## config.mk

```make
export PLATFORM = sky130hd
export DESIGN_NAME = match_ctl
export DESIGN_NICKNAME = d
export VERILOG_FILES = /design/src/rtl/match_pkg.sv /design/src/rtl/btn_edge.sv /design/src/rtl/match_ctl.sv
export SDC_FILE = /design/constraint.sdc
export NUM_CORES = 1
export LEC_CHECK = 0
export ABC_CLOCK_PERIOD_IN_PS = 1700
export BUFFER_PORTS_ARGS = -buffer_cell sky130_fd_sc_hd__buf_2
export CAP_MARGIN = 20
export CORE_ASPECT_RATIO = 0.5
export CORE_MARGIN = 2
export CORE_UTILIZATION = 51
export DETAILED_ROUTE_END_ITERATION = 12
export PLACE_DENSITY = 0.74
export SLEW_MARGIN = 20
export SYNTH_ARGS = -nofsm -noshare
export SYNTH_HDL_FRONTEND = slang
export SYNTH_SLANG_ARGS = --single-unit
export TNS_END_PERCENT = 30
```

## constraint.sdc

```tcl
create_clock -name clk65MHz -period 1.7 [get_ports clk65MHz]
set_input_delay 0 -clock clk65MHz [delete_from_list [all_inputs] [get_ports clk65MHz]]
set_output_delay 0 -clock clk65MHz [all_outputs]
set_load 0.01 [all_outputs]
```

## src/rtl/match_pkg.sv

```systemverilog
// Shared types and constants for the pong match controller.
package match_pkg;

    typedef enum logic [2:0] {
        IDLE,
        WAIT_SERVE,
        RALLY,
        PAUSE,
        OVER
    } match_state_t;

    localparam logic [1:0] WON_NONE = 2'd0;
    localparam logic [1:0] WON_P1   = 2'd1;
    localparam logic [1:0] WON_P2   = 2'd2;

    localparam int FRAME_W = 8;

endpackage

```

## src/rtl/btn_edge.sv

```systemverilog
// Two-flop synchroniser plus registered rising-edge pulse for a raw push button.
module btn_edge (
    input  logic clk,
    input  logic rst,
    input  logic btn,
    output logic rise
);

    logic sync1, sync2, prev;
    logic valid1, valid2;

    // prev resets high and only tracks sync2 once sync2 holds a real sample,
    // so a button already held when reset releases never reads as an edge.
    always_ff @(posedge clk) begin
        if (rst) begin
            sync1  <= 1'b0;
            sync2  <= 1'b0;
            prev   <= 1'b1;
            valid1 <= 1'b0;
            valid2 <= 1'b0;
            rise   <= 1'b0;
        end else begin
            sync1  <= btn;
            sync2  <= sync1;
            valid1 <= 1'b1;
            valid2 <= valid1;
            prev   <= valid2 ? sync2 : 1'b1;
            rise   <= sync2 & ~prev;
        end
    end

endmodule

```

## src/rtl/match_ctl.sv

```systemverilog
// Pong match sequencer: serve wait, rally, post-point pause, game over.
// Define MATCH_CTL_WIN_BY_TWO_EN to require a two-point lead with deuce folding.
module match_ctl
    import match_pkg::*;
#(
    parameter int WIN_SCORE    = 5,
    parameter int PAUSE_FRAMES = 60,
    parameter int OVER_FRAMES  = 180
) (
    input  logic         clk65MHz,
    input  logic         rst,
    input  logic         end_of_frame,
    input  logic         serve,
    input  logic         screen_idle,
    input  logic         point_p1,
    input  logic         point_p2,
    output logic [3:0]   points_player_1,
    output logic [3:0]   points_player_2,
    output logic [1:0]   who_won,
    output logic         serve_go,
    output logic         freeze,
    output match_state_t dbg_state
);

    localparam logic [3:0]         WIN        = 4'(WIN_SCORE);
    localparam logic [3:0]         WIN_M1     = 4'(WIN_SCORE - 1);
    localparam logic [FRAME_W-1:0] PAUSE_LAST = FRAME_W'(PAUSE_FRAMES - 1);
    localparam logic [FRAME_W-1:0] OVER_LAST  = FRAME_W'(OVER_FRAMES - 1);

    match_state_t       state, state_next;
    logic [FRAME_W-1:0] frame_cnt;
    logic               serve_rise;
    logic [4:0]         p1_inc, p2_inc;
    logic               p1_only, p2_only;
    logic               p1_wins, p2_wins, p1_ties, p2_ties;
    logic               pause_done, over_done;
    logic [3:0]         p1_next, p2_next;
    logic [1:0]         won_next;
    logic               go_next, freeze_next;

    btn_edge u_serve_edge (
        .clk  (clk65MHz),
        .rst  (rst),
        .btn  (serve),
        .rise (serve_rise)
    );

    assign p1_inc  = {1'b0, points_player_1} + 5'd1;
    assign p2_inc  = {1'b0, points_player_2} + 5'd1;
    assign p1_only = point_p1 & ~point_p2;
    assign p2_only = point_p2 & ~point_p1;

`ifdef MATCH_CTL_WIN_BY_TWO_EN
    assign p1_wins = (p1_inc >= {1'b0, WIN}) && (p1_inc >= {1'b0, points_player_2} + 5'd2);
    assign p2_wins = (p2_inc >= {1'b0, WIN}) && (p2_inc >= {1'b0, points_player_1} + 5'd2);
    assign p1_ties = (p1_inc == {1'b0, WIN}) && (points_player_2 == WIN);
    assign p2_ties = (p2_inc == {1'b0, WIN}) && (points_player_1 == WIN);
`else
    assign p1_wins = (p1_inc == {1'b0, WIN});
    assign p2_wins = (p2_inc == {1'b0, WIN});
    assign p1_ties = 1'b0;
    assign p2_ties = 1'b0;
`endif

    assign pause_done = (state == PAUSE) && end_of_frame && (frame_cnt == PAUSE_LAST);
    assign over_done  = (state == OVER)  && end_of_frame && (frame_cnt == OVER_LAST);
    assign dbg_state  = state;

    // State, registered outputs and the frame counter, which clears on every state change.
    always_ff @(posedge clk65MHz) begin
        if (rst) begin
            state           <= IDLE;
            points_player_1 <= '0;
            points_player_2 <= '0;
            who_won         <= WON_NONE;
            serve_go        <= 1'b0;
            freeze          <= 1'b1;
            frame_cnt       <= '0;
        end else begin
            state           <= state_next;
            points_player_1 <= p1_next;
            points_player_2 <= p2_next;
            who_won         <= won_next;
            serve_go        <= go_next;
            freeze          <= freeze_next;
            if (state_next != state)
                frame_cnt <= '0;
            else if ((state == PAUSE || state == OVER) && end_of_frame && frame_cnt != '1)
                frame_cnt <= frame_cnt + 1'b1;
        end
    end

    always_comb begin
        state_next = state;
        case (state)
            IDLE:       state_next = WAIT_SERVE;
            WAIT_SERVE: if (serve_rise) state_next = RALLY;
            RALLY: begin
                if (point_p1 && point_p2) state_next = PAUSE;
                else if (p1_only)         state_next = p1_wins ? OVER : PAUSE;
                else if (p2_only)         state_next = p2_wins ? OVER : PAUSE;
            end
            PAUSE:      if (pause_done) state_next = WAIT_SERVE;
            OVER:       if (over_done)  state_next = WAIT_SERVE;
            default:    state_next = IDLE;
        endcase
        if (screen_idle) state_next = IDLE;
    end

    always_comb begin
        p1_next     = points_player_1;
        p2_next     = points_player_2;
        won_next    = who_won;
        go_next     = 1'b0;
        freeze_next = (state_next != RALLY);
        case (state)
            IDLE: begin
                p1_next  = '0;
                p2_next  = '0;
                won_next = WON_NONE;
            end
            WAIT_SERVE: go_next = serve_rise;
            RALLY: begin
                if (p1_only) begin
                    if (p1_ties) begin
                        p1_next = WIN_M1;
                        p2_next = WIN_M1;
                    end else begin
                        p1_next = p1_inc[3:0];
                        if (p1_wins) won_next = WON_P1;
                    end
                end else if (p2_only) begin
                    if (p2_ties) begin
                        p1_next = WIN_M1;
                        p2_next = WIN_M1;
                    end else begin
                        p2_next = p2_inc[3:0];
                        if (p2_wins) won_next = WON_P2;
                    end
                end
            end
            OVER: begin
                if (over_done) begin
                    p1_next  = '0;
                    p2_next  = '0;
                    won_next = WON_NONE;
                end
            end
            default: ;
        endcase
        if (screen_idle) begin
            p1_next  = '0;
            p2_next  = '0;
            won_next = WON_NONE;
            go_next  = 1'b0;
        end
    end

endmodule
```

# Yosys cells after proc, flatten, opt, wreduce, memory -nomap -nowiden
# Cells that the tools add are included.
# classes
mux,23
eq_ne,18
bitwise_logic,8
n_reduce_logical,17
n_addsub,3
# ops
cell,count
$mux 3,9
$pmux 4 s3,2
$mux 4,4
$pmux 3 s5,1
$add 4x1->5 const B,2
$eq 5x3->1 const B,2
$mux 2,5
$ne 3x3->1 const B,3
$add 8x1->8 const B,1
$eq 8x6->1 const B,1
$eq 8x8->1 const B,1
$ne 2x2->1 const B,4
$ne 8x8->1 const B,1
$logic_and 1x1->1,7
$eq 3x2->1 const B,2
$pmux 2 s3,1
$reduce_or 2->1,3
$not 1->1,5
$reduce_and 5->1,1
$reduce_and 4->1,1
$and 1x1->1,3
$eq 3x1->1 const B,1
$eq 3x3->1 const B,1
$logic_not 3->1,1
other kinds (7),7
# totals
wordCells,82
reg_bits,29

# Longest topological paths before layout
# Gate-level depths: netlist (run 1).
# depth
ltp_word,10
depth_mapped,8

# Modules after synthesis
# A second synthesis (run 1) with hierarchy kept.
# unflattened
cells_unflattened,194
hier_area_um2,1629.1
# modules_own_cells
mod,seq_area_each_um2,area_per_inst_um2,instances,cells_per_inst
match_ctl,460.4,1462.7,1,182
btn_edge,120.1,166.4,1,12

# Worst setup path after synthesis (run 1)
# No wires, ideal clock.
# synth_path
kind,register to register
from,reg points_player_2[0]
to,reg frame_cnt[0]
required_ps,1573
setup_time_ps,127
t_arrival_ps,1710
slack_ps,-138
period_less_slack_ps,1838
stages_incl_launch_ff,8
cell_sequence,dfxtp_1 > ha_1 > nor3b_1 > a41oi_2 > o21bai_1 > a31oi_1 > o211ai_2 > nor2_1
# synth_via
elab_chain_len,10
# synth_lines
item,line_no,source
from (decl),match_ctl.sv:18,"output logic [3:0] points_player_2,"
from (signal assigned),match_ctl.sv:82,points_player_2 <= p2_next;
$add 4x1->5,match_ctl.sv:49,"assign p2_inc = {1'b0, points_player_2} + 5'd1;"
$eq 5x3->1,match_ctl.sv:60,"assign p2_wins = (p2_inc == {1'b0, WIN});"
$mux 3 (2 in a row),match_ctl.sv:101,else if (p2_only) state_next = p2_wins ? OVER : PAUSE;
$mux 3,match_ctl.sv:100,else if (p1_only) state_next = p1_wins ? OVER : PAUSE;
$mux 3,match_ctl.sv:99,if (point_p1 && point_p2) state_next = PAUSE;
$pmux 3 s5,match_ctl.sv:95,case (state)
$mux 3,match_ctl.sv:107,if (screen_idle) state_next = IDLE;
$ne 3x3->1,match_ctl.sv:86,if (state_next != state)
$reduce_or 2->1 (no source line),--,
to (signal assigned),match_ctl.sv:89,frame_cnt <= frame_cnt + 1'b1;
to (decl),match_ctl.sv:31,logic [FRAME_W-1:0] frame_cnt;
# No other way between the ends.
# A chain may end at the register's enable or synchronous reset.

# Final worst setup path (run 1)
# layout_path
from,"reg state[0], in the netlist dbg_state[0]"
to,reg freeze
# layout_via
elab_chain_len,7
word_cells_on_any_way,18
cone_classes,eq/ne: 5; mux: 8; reduce/logical: 5
# layout_lines
item,line_no,source
from (decl),match_ctl.sv:30,"match_state_t state, state_next;"
from (signal assigned),match_ctl.sv:80,state <= state_next;
$eq 3x3->1 or $eq 3x2->1 (tied branches),"match_ctl.sv:66, match_ctl.sv:95, match_ctl.sv:65",
"$logic_and 1x1->1, on equally long branches (2 in a row)","match_ctl.sv:66, match_ctl.sv:65",
"$mux 3, on equally long branches","match_ctl.sv:104, match_ctl.sv:103",
$pmux 3 s5 (*),match_ctl.sv:95,
$mux 3 (*),match_ctl.sv:107,
$ne 3x2->1 (*),match_ctl.sv:115,freeze_next = (state_next != RALLY);
to (signal assigned),match_ctl.sv:85,freeze <= freeze_next;
to (decl),match_ctl.sv:21,"output logic freeze,"
# Mark *: on every way between the ends. The rest lies on a longest branch, timed or not.

==> results.txt, run 1 <==
CTS sink cnt -> 29
GP Congestion -> 0.921
Crit path depth -> 7
Largest net degree at the start of global routing -> 11
Row Count -> 14
P per Cell Area -> 618 mW/mm^2
Ys flop type -> dfxtp_1
Worst Tran Pin Value -> 0.473 ns
FMAX -> 536 MHz
Pwr Total -> 1560 uW
Die width -> 84.5 um
Slowest stage cell, crit path -> dfxtp_1
Max VDD drop -> 0.677 mV
Leading area contributor after synthesis -> dfxtp_1
Fin Clk Skew -> 0.00853 ns
Yosys warns -> 0
Vias in the first global route -> 1579
Cts bufs inserted -> 5
Reg-to-reg startpoint -> dbg_state[0]
Max cap viols -> 0
Setup Crit Path Kind -> reg2reg
R2R Setup Slk -> -0.17 ns
Met3 GRT Util -> 5.41%
Iteration-0 DRC count of the detailed router -> 147
Synthesized instance count -> 191
Hold_sp -> screen_idle
Final Max Tran Viols -> 0
Worst setup EP type -> register
Congestion Overflow GR -> 0
Crit path to -> freeze
Status -> finished, violations left
WP data arrival -> 2.05 ns
GR peak layer -> met2
Area grow syn2layout -> 52.6%
Failing checks -> negative setup slack
Share of the synthesized area in the top cell type -> 35.1%
Post-Place Worst Slack -> -0.181 ns
Period utilization -> 110%
Via count -> 1958
Global routing met1 resource utilization -> 32.8%
Final Hold Viols -> 0
Worst setup path startpoint -> dbg_state[0]
CP Data Required Time -> 1.88 ns
Synth Cell Area -> 0.00165 mm^2
Hpwl dp -> 3160 um
DRT Pass-1 Iters -> 5
Worst path cell trace -> and2b_1 -> and2_1 -> o311ai_4 -> buf_4 -> o21a_1 -> a21oi_2 -> o211ai_1
Port buffer count -> 21
Minimum clock period -> 1.87 ns
RSZ-0062 raised after global routing -> yes
Core Util, Final -> 82.8%
Initial Util -> 54.3%
CTS H-tree depth -> 2
WP buf/inv -> 1
Longest Clk Path Bufs -> 2
Hold slack -> 0.134 ns
CTS root buf -> clkbuf_8
Clock transition at path regs -> 0.07 ns
Synth unique cells -> 55
Cell types occupying the most area after synthesis -> dfxtp_1 (35%), ha_1 (6.1%), nor2_1 (4.8%)
Crit Path Max Fanout -> 5
Worst hold path class -> in2reg
Avg Inst Size Synth -> 8.66 um^2
Routed Wire Length -> 6030 um
Share of cells above drive strength 1 -> 44.9%
Post-synth EDFFs -> 0
Clk_lat worst skew -> 0.30 ns
Leakage Power -> 0.00102 uW
Gr usage total -> 25.7%
Fin nets -> 279
Die area -> 0.00374 mm^2
Synthesized net count -> 206
Core area -> 0.00305 mm^2
PnR worst setup slack -> -0.167 ns
Reg2Reg Depth -> 7
Most frequent cells in the layout -> buf_4 (47), nor2_1 (21), dfxtp_1 (21), buf_2 (21), nand2_1 (15)
DRC Markers -> 0
CP delay by family, top -> simple AND/OR/NAND/NOR gates
CTS tree -> built
CP startpoint kind -> register
Async SR Flop Fraction -> 0%
Met2 Use GR -> 43.5%
Leading cell type in the layout, fill and taps excluded -> buf_4
Chip height -> 44.3 um
DRT antenna net count -> 0
Critical R2R Capture -> freeze
I/O Pins -> 22
Global-route wire length before repair -> 7300 um
Endpoints failing setup -> 17
Largest stage delay on the critical path -> 0.39 ns
WL per Instance -> 19.8 um
Antenna cells -> 0
Sequential element share of the synthesized area -> 35.1%
Initial antenna violation count -> 0
Slew HR -> 68.3%
Synth Register Bits -> 29
Vias per cell -> 6.42
worst min-delay path by stage:
stage                         end  slack [ns]  cells after the start
2_1_floorplan  u_serve_edge.sync1        0.13                      1
3_3_place_gp   u_serve_edge.sync1        0.21                      2
3_5_place_dp   u_serve_edge.sync1        0.22                      2
4_1_cts              dbg_state[0]        0.13                      3
5_1_grt              dbg_state[0]        0.14                      3
6_report             dbg_state[0]        0.13                      3
layout make-up:
class	count	area [um^2]
clock buffers	7	86.3
flip-flops and latches	29	601
multi-input cells	143	1200
repair buffers	72	500
clock inverters	1	30.0
inverters	13	51.3
fillers	161	524
well taps	40	50.0
worst reg2reg max path, cell delays in order, from the launching register on:
cell and delay (ns):
dfxtp_1 0.39, and2b_1 0.35, and2_1 0.27, o311ai_4 0.16
buf_4 0.17, o21a_1 0.13, a21oi_2 0.18, o211ai_1 0.11
registers in the layout, summed over array words and instances (netlist names):
register,count
u_serve_edge.rise,1
freeze,1
who_won,2
points_player_2,4
u_serve_edge.valid1,1
frame_cnt,8
u_serve_edge.prev,1
u_serve_edge.sync1,1
serve_go,1
u_serve_edge.sync2,1
points_player_1,4
u_serve_edge.valid2,1
dbg_state,3
per-layer routing:
metal,wire length (um),vias to the layer above
li1,-,851
met1,2320,923
met2,2820,139
met3,583,45
met4,305,0
met5,0,-
cell families after synthesis:
logic type               count (synthesis)  synth area share [%]
adder cells (fa/ha/maj)                  8                  6.05
flip-flops                              29                  35.1
multiplexers                             2                  1.21
AO/OA/AOI/OAI                           43                  20.6
XOR/XNOR                                 7                  3.71
AND/OR/NAND/NOR                         83                  28.7
buffers and inverters                   19                  4.61
stage by stage:
step	setup TNS, ns	area (um^2)	std cells
2_1_floorplan	0	1700	191
5_1_grt	-2.79	2520	305
3_5_place_dp	-1.30	2110	283
4_1_cts	-0.255	2360	298
3_3_place_gp	-0.766	2110	283
6_report	-1.74	2520	305
Yosys cell counts (all sizes together), types with 3 or more instances:
library cell / number
dfxtp: 29
nor2: 21
nand2: 17
inv: 13
ha: 8
nor2b: 7
a31oi: 6
o21ai: 6
a21oi: 5
nand3: 5
nand3b: 5
nand4: 5
buf: 4
nor3b: 4
xor2: 4
and2: 3
o31ai: 3
xnor2: 3
where the power goes:
part	internal (uW)	total, uW	leakage, uW	switching, uW
combinational	47.2	114	0.000719	66.4
sequential	680	685	0.000240	4.83
clock	477	762	0.0000585	285
total	1200	1560	0.00102	356
timing repair:
item / CTS / global route
gates resized for setup: 16 / 23
endpoints found under the hold margin: 3 / 0
hold buffers: 2 / 0
setup endpoints to repair: 12 / 14
pin swaps: 10 / 18
buffers inserted: 5 / 7
No activity file was read; power rests on OpenSTA's default activity.
==> run 2, diff against run 1 <==
Settings changed: BUFFER_PORTS_ARGS -buffer_cell sky130_fd_sc_hd__buf_2 to -buffer_cell sky130_fd_sc_hd__buf_4, CORE_MARGIN 2 to 3.
==> run 2 against run 1 <==
  * The run still ends with negative setup slack left
  * Wire length up 16%
  * Die area up 7.0%
  * Core utilization up 10 points
  * Via count up 5.7%
  * Critical path depth unchanged
  * Hold slack worse by 0.0096 ns
  * First-iteration DRC count up 37%
  * Non-clock buffer count up 8
  * Register-to-register slack worse by 0.03 ns
  * Largest power group is now sequential cells
  * Highest routed layer unchanged
==> results.txt, run 2 (same netlist as run 1, synthesis figures left out) <==
RSZ-0062 raised after global routing -> yes
Failing checks -> negative setup slack
Cells after DPL -> 283
Worst hold path class -> in2reg
DRT Pass-1 Iters -> 6
CP startpoint kind -> register
Iteration-0 DRC count of the detailed router -> 202
Leakage Power -> 0.00104 uW
P per Cell Area -> 540 mW/mm^2
PnR worst setup slack -> -0.195 ns
Clock transition at path regs -> 0.08 ns
CP delay by family, top -> compound AO/OA/AOI/OAI gates
Fin Clk Skew -> 0.00769 ns
Max cap viols -> 0
DRT antenna net count -> 0
CTS tree -> built
Most frequent cells in the layout -> buf_4 (74), dfxtp_1 (21), nor2_1 (18), nand2_1 (16), inv_1 (8)
Endpoints failing setup -> 15
Reg with most FFs -> frame_cnt
Share of cells above drive strength 1 -> 49.1%
Minimum clock period -> 1.89 ns
Fin nets -> 287
Setup Crit Path Kind -> reg2reg
Worst path cell trace -> inv_4 -> ha_4 -> nand3b_1 -> o311ai_4 -> o2111a_1 -> o211ai_4 -> nor2_1
Chip height -> 46.3 um
Congestion Overflow GR -> 0
FMAX -> 528 MHz
Hpwl dp -> 3260 um
Routed Wire Length -> 6990 um
Final Hold Viols -> 0
Max VDD drop -> 0.464 mV
Crit Path Max Fanout -> 8
Initial Util -> 58.4%
Largest stage delay on the critical path -> 0.38 ns
Slowest stage cell, crit path -> dfxtp_4
GP Congestion -> 0.905
Gr usage total -> 28.6%
Vias per cell -> 6.68
Slew HR -> 69.1%
DRC Markers -> 0
Largest net degree at the start of global routing -> 12
Period utilization -> 111%
Post-Place Worst Slack -> -0.129 ns
Core area -> 0.00283 mm^2
Worst setup EP type -> register
Port buffer count -> 21
Clk_lat worst skew -> 0.29 ns
Antenna cells -> 0
Die area -> 0.00400 mm^2
Status -> finished, violations left
Longest Clk Path Bufs -> 2
WP buf/inv -> 1
Global-route wire length before repair -> 8630 um
I/O Pins -> 22
Area grow syn2layout -> 58.9%
Leading cell type in the layout, fill and taps excluded -> buf_4
Via count -> 2070
WP data arrival -> 2.11 ns
Post-Layout Cell Count -> 310
Vias in the first global route -> 1823
CTS sink cnt -> 29
Regs by FF count -> frame_cnt (8), points_player_1 (4), points_player_2 (4)
CTS H-tree depth -> 2
CP Data Required Time -> 1.92 ns
Final Max Tran Viols -> 0
Initial antenna violation count -> 0
WL per Instance -> 22.5 um
Die width -> 86.5 um
Cts bufs inserted -> 5
Worst Tran Pin Value -> 0.463 ns
Row Count -> 13
CTS root buf -> clkbuf_8
Max reg flops -> 8
## run 2: where the power goes
group          internal, uW  switching, uW  total, uW  leakage (uW)
clock                   287            324        611     0.0000364
combinational          52.4           72.6        125      0.000759
sequential              679           3.76        683      0.000240
total                  1020            400       1420       0.00104
## run 2: worst min-delay path: cells and delay by family
kind	cells	cell delay [ns]
and+or+nand+nor	1	0.14
buffers and inverters	1	0.13
AOI/OAI and AO/OA	1	0.09
## run 2: area by class of cell
cell class	instances	area, um^2
fill	94	201
clock inverter	3	22.5
sequential	29	601
timing repair buffer	80	619
multi-input combinational	143	1220
clock buffer	5	68.8
inverter	13	53.8
tap	37	46.3
## run 2: routing by layer
layer | routed length (um) | global-route usage [%] | vias up | part of all wire (%)
li1 | - | - | 859 | -
met3 | 754 | 7.50 | 68 | 11
met4 | 488 | 10.2 | 0 | 7.0
met1 | 2660 | 33.5 | 952 | 38
met5 | 0 | 0 | - | 0
met2 | 3080 | 52.0 | 191 | 44
## run 2: worst paths after layout
path | start | endpoint | slack (ns) | cells past startpoint
max | points_player_1[1] | frame_cnt[5] | -0.19 | 7
max reg2reg | points_player_1[1] | frame_cnt[5] | -0.19 | 7
min | screen_idle | dbg_state[0] | 0.12 | 3
min reg2reg | u_serve_edge.prev | u_serve_edge.rise | 0.39 | 1
## run 2: per-stage QoR
step	total power, uW	setup TNS (ns)	cell area [um^2]	utilization, %	hold WS, ns
after CTS	1380	-0.264	2480	87.7	0.0516
after floorplan	753	0	1700	-	0.128
after global routing	1450	-2.35	2630	92.9	0.117
after detailed placement	801	-1.06	2180	76.9	0.223
after global placement	798	-0.716	2180	76.9	0.209
final	1420	-1.60	2630	92.9	0.125
## run 2: what timing repair did
action / CTS / global route
resized for setup: 20 / 30
endpoints found under the setup margin: 11 / 16
hold endpoints to repair: 6 / 0
buffers inserted: 10 / 6
pin swaps: 18 / 16
hold buffers: 3 / 0
==> run 3, diff against run 2 <==
Settings changed: ABC_CLOCK_PERIOD_IN_PS 1700 to unset, CORE_UTILIZATION 51 to 55, PLACE_DENSITY 0.74 to 0.76, SETUP_SLACK_MARGIN set to 0.5.
Clock period 1.7 ns to 1.8 ns, I/O delays scaled along.
==> run 3 against run 2 <==
  * The run still ends with negative setup slack left
  * Hold slack got worse by 0.027 ns
  * Critical path depth did not move
  * Clock-buffer cell count did not move
  * Via count fell by 5.3%
  * Core utilization down 0.67 points
  * First-iteration DRC count rose by 24%
  * Critical path type unchanged
  * Critical endpoint is now who_won[0]
==> results.txt, run 3 (same netlist as run 1, synthesis figures left out) <==
Via count -> 1961
I/O Pins -> 22
CTS tree -> built
Routed Wire Length -> 6210 um
Reg with most FFs -> frame_cnt
CTS sink cnt -> 29
Cts bufs inserted -> 5
Largest net degree at the start of global routing -> 13
Uppermost routed layer -> met4
Clk pwr share -> 42.3%
Met3 Wirelength -> 613 um
Clock transition at path regs -> 0.07 ns
WL per Instance -> 20.6 um
Initial Util -> 60.5%
R2R Setup Slk -> -0.1 ns
Regs by FF count -> frame_cnt (8), points_player_1 (4), points_player_2 (4)
Max VDD drop -> 0.440 mV
Crit Path Max Fanout -> 7
Initial antenna violation count -> 0
CTS H-tree depth -> 2
Post-Place Worst Slack -> 0.0285 ns
Vias in the first global route -> 1737
DRC Markers -> 0
Worst Tran Pin Value -> 0.388 ns
Worst setup EP type -> register
FMAX -> 526 MHz
WL met2 -> 2760 um
Hpwl dp -> 3090 um
Core area -> 0.00273 mm^2
P per Cell Area -> 521 mW/mm^2
Die area -> 0.00374 mm^2
Share of cells above drive strength 1 -> 45.8%
Period utilization -> 106%
Area grow syn2layout -> 52.3%
Pwr Total -> 1310 uW
GP Congestion -> 0.895
Dpl cell area -> 0.00212 mm^2
PnR worst setup slack -> -0.0995 ns
Failing checks -> negative setup slack
Die width -> 83.6 um
CP startpoint kind -> register
Final Max Tran Viols -> 0
Vias per cell -> 6.51
Comb pwr share -> 8.5%
Endpoints failing setup -> 9
Layout fillers -> 101
Leakage Power -> 0.000993 uW
Most frequent cells in the layout -> buf_4 (65), dfxtp_1 (20), nand2_1 (17), nor2_1 (15), inv_1 (9)
Antenna cells -> 0
Fin nets -> 278
DRT antenna net count -> 0
RSZ-0062 raised after global routing -> yes
Iteration-0 DRC count of the detailed router -> 251
Cell internal pwr -> 957 uW
WP data arrival -> 2.06 ns
Port buffer count -> 21
Chip height -> 44.8 um
Worst hold path class -> in2reg
CP Data Required Time -> 1.96 ns
Leading cell type in the layout, fill and taps excluded -> buf_4
Wl on met1 -> 2380 um
Setup Crit Path Kind -> reg2reg
Longest Clk Path Bufs -> 2
Gr usage total -> 26.3%
Minimum clock period -> 1.90 ns
Net Sw Frac -> 27.1%
DRT Pass-1 Iters -> 7
Fin Clk Skew -> 0.00724 ns
Status -> finished, violations left
CTS root buf -> clkbuf_8
Max reg flops -> 8
Design area -> 0.00252 mm^2
Slew HR -> 73.8%
Psw -> 355 uW
Final Hold Viols -> 0
Congestion Overflow GR -> 0
Clk_lat worst skew -> 0.29 ns
Row Count -> 13
Max cap viols -> 0
Global-route wire length before repair -> 7660 um
Sequential share of power -> 49.2%
[run 3: cell count changes in the layout (fill, tap and decap cells not counted), sizes merged]
cell and change:
buf -10, clkinvlp -3, clkinv +2, dlygate4sd3 +1
inv +1
[run 3: worst paths after layout]
path,from,to,depth (start not counted)
setup / recovery,points_player_1[0],who_won[0],7
hold / removal,screen_idle,dbg_state[0],3
setup reg to reg,points_player_1[0],who_won[0],7
hold reg to reg,u_serve_edge.prev,u_serve_edge.rise,1
[run 3: timing repair]
action | 4_1_cts | 5_1_grt
endpoints found under the hold margin | 7 | 0
hold buffers | 4 | 0
endpoints found under the setup margin | 22 | 22
pin swaps | 11 | 22
resized for setup | 19 | 17
gates cloned | 0 | 0
buffers inserted | 9 | 10
[run 3: final cells by class]
| type | instances | area [um^2] | share of cell area [%] |
|---|---|---|---|
| clock buffers | 5 | 68.8 | 2.73 |
| clock inverters | 3 | 16.3 | 0.645 |
| inverters | 13 | 53.8 | 2.14 |
| multi-input cells | 143 | 1180 | 46.9 |
| flip-flops and latches | 29 | 602 | 23.9 |
| well taps | 37 | 46.3 | 1.84 |
| repair buffers | 71 | 551 | 21.8 |
[run 3: metrics by stage]
| step | setup TNS, ns | std cells | utilization [%] | hold WS (ns) |
|---|---|---|---|---|
| floorplan | 0 | 191 | - | 0.128 |
| global placement | 0 | 270 | 77.4 | 0.209 |
| detailed placement | 0 | 270 | 77.4 | 0.215 |
| CTS | 0 | 291 | 87.0 | 0.0792 |
| global route | -0.741 | 301 | 92.2 | 0.126 |
| finish | -0.415 | 301 | 92.2 | 0.0977 |
[run 3: power groups by stage]
stage | sequential, uW | clock [uW] | combinational, uW
4_1_cts | 646 | 537 | 96.9
5_1_grt | 646 | 586 | 117
3_3_place_gp | 663 | 0 | 81.9
2_1_floorplan | 663 | 0 | 46.3
6_report | 646 | 555 | 111
3_5_place_dp | 663 | 0 | 84.4
[run 3: layer usage]
metal / global-route usage (%) / vias to the layer above
li1: - / 841
met1: 30.6 / 914
met2: 46.5 / 146
met3: 7.83 / 60
met4: 12.5 / 0
met5: 0 / -
[run 3: worst max-delay path, cell delays in order (launching register included)]
cell      delay (ns)
dfxtp_4         0.42
ha_4            0.22
nor3b_1         0.25
a41oi_1         0.11
nor4bb_1        0.37
o31ai_1         0.14
nand3_1         0.12
o21ai_0         0.13
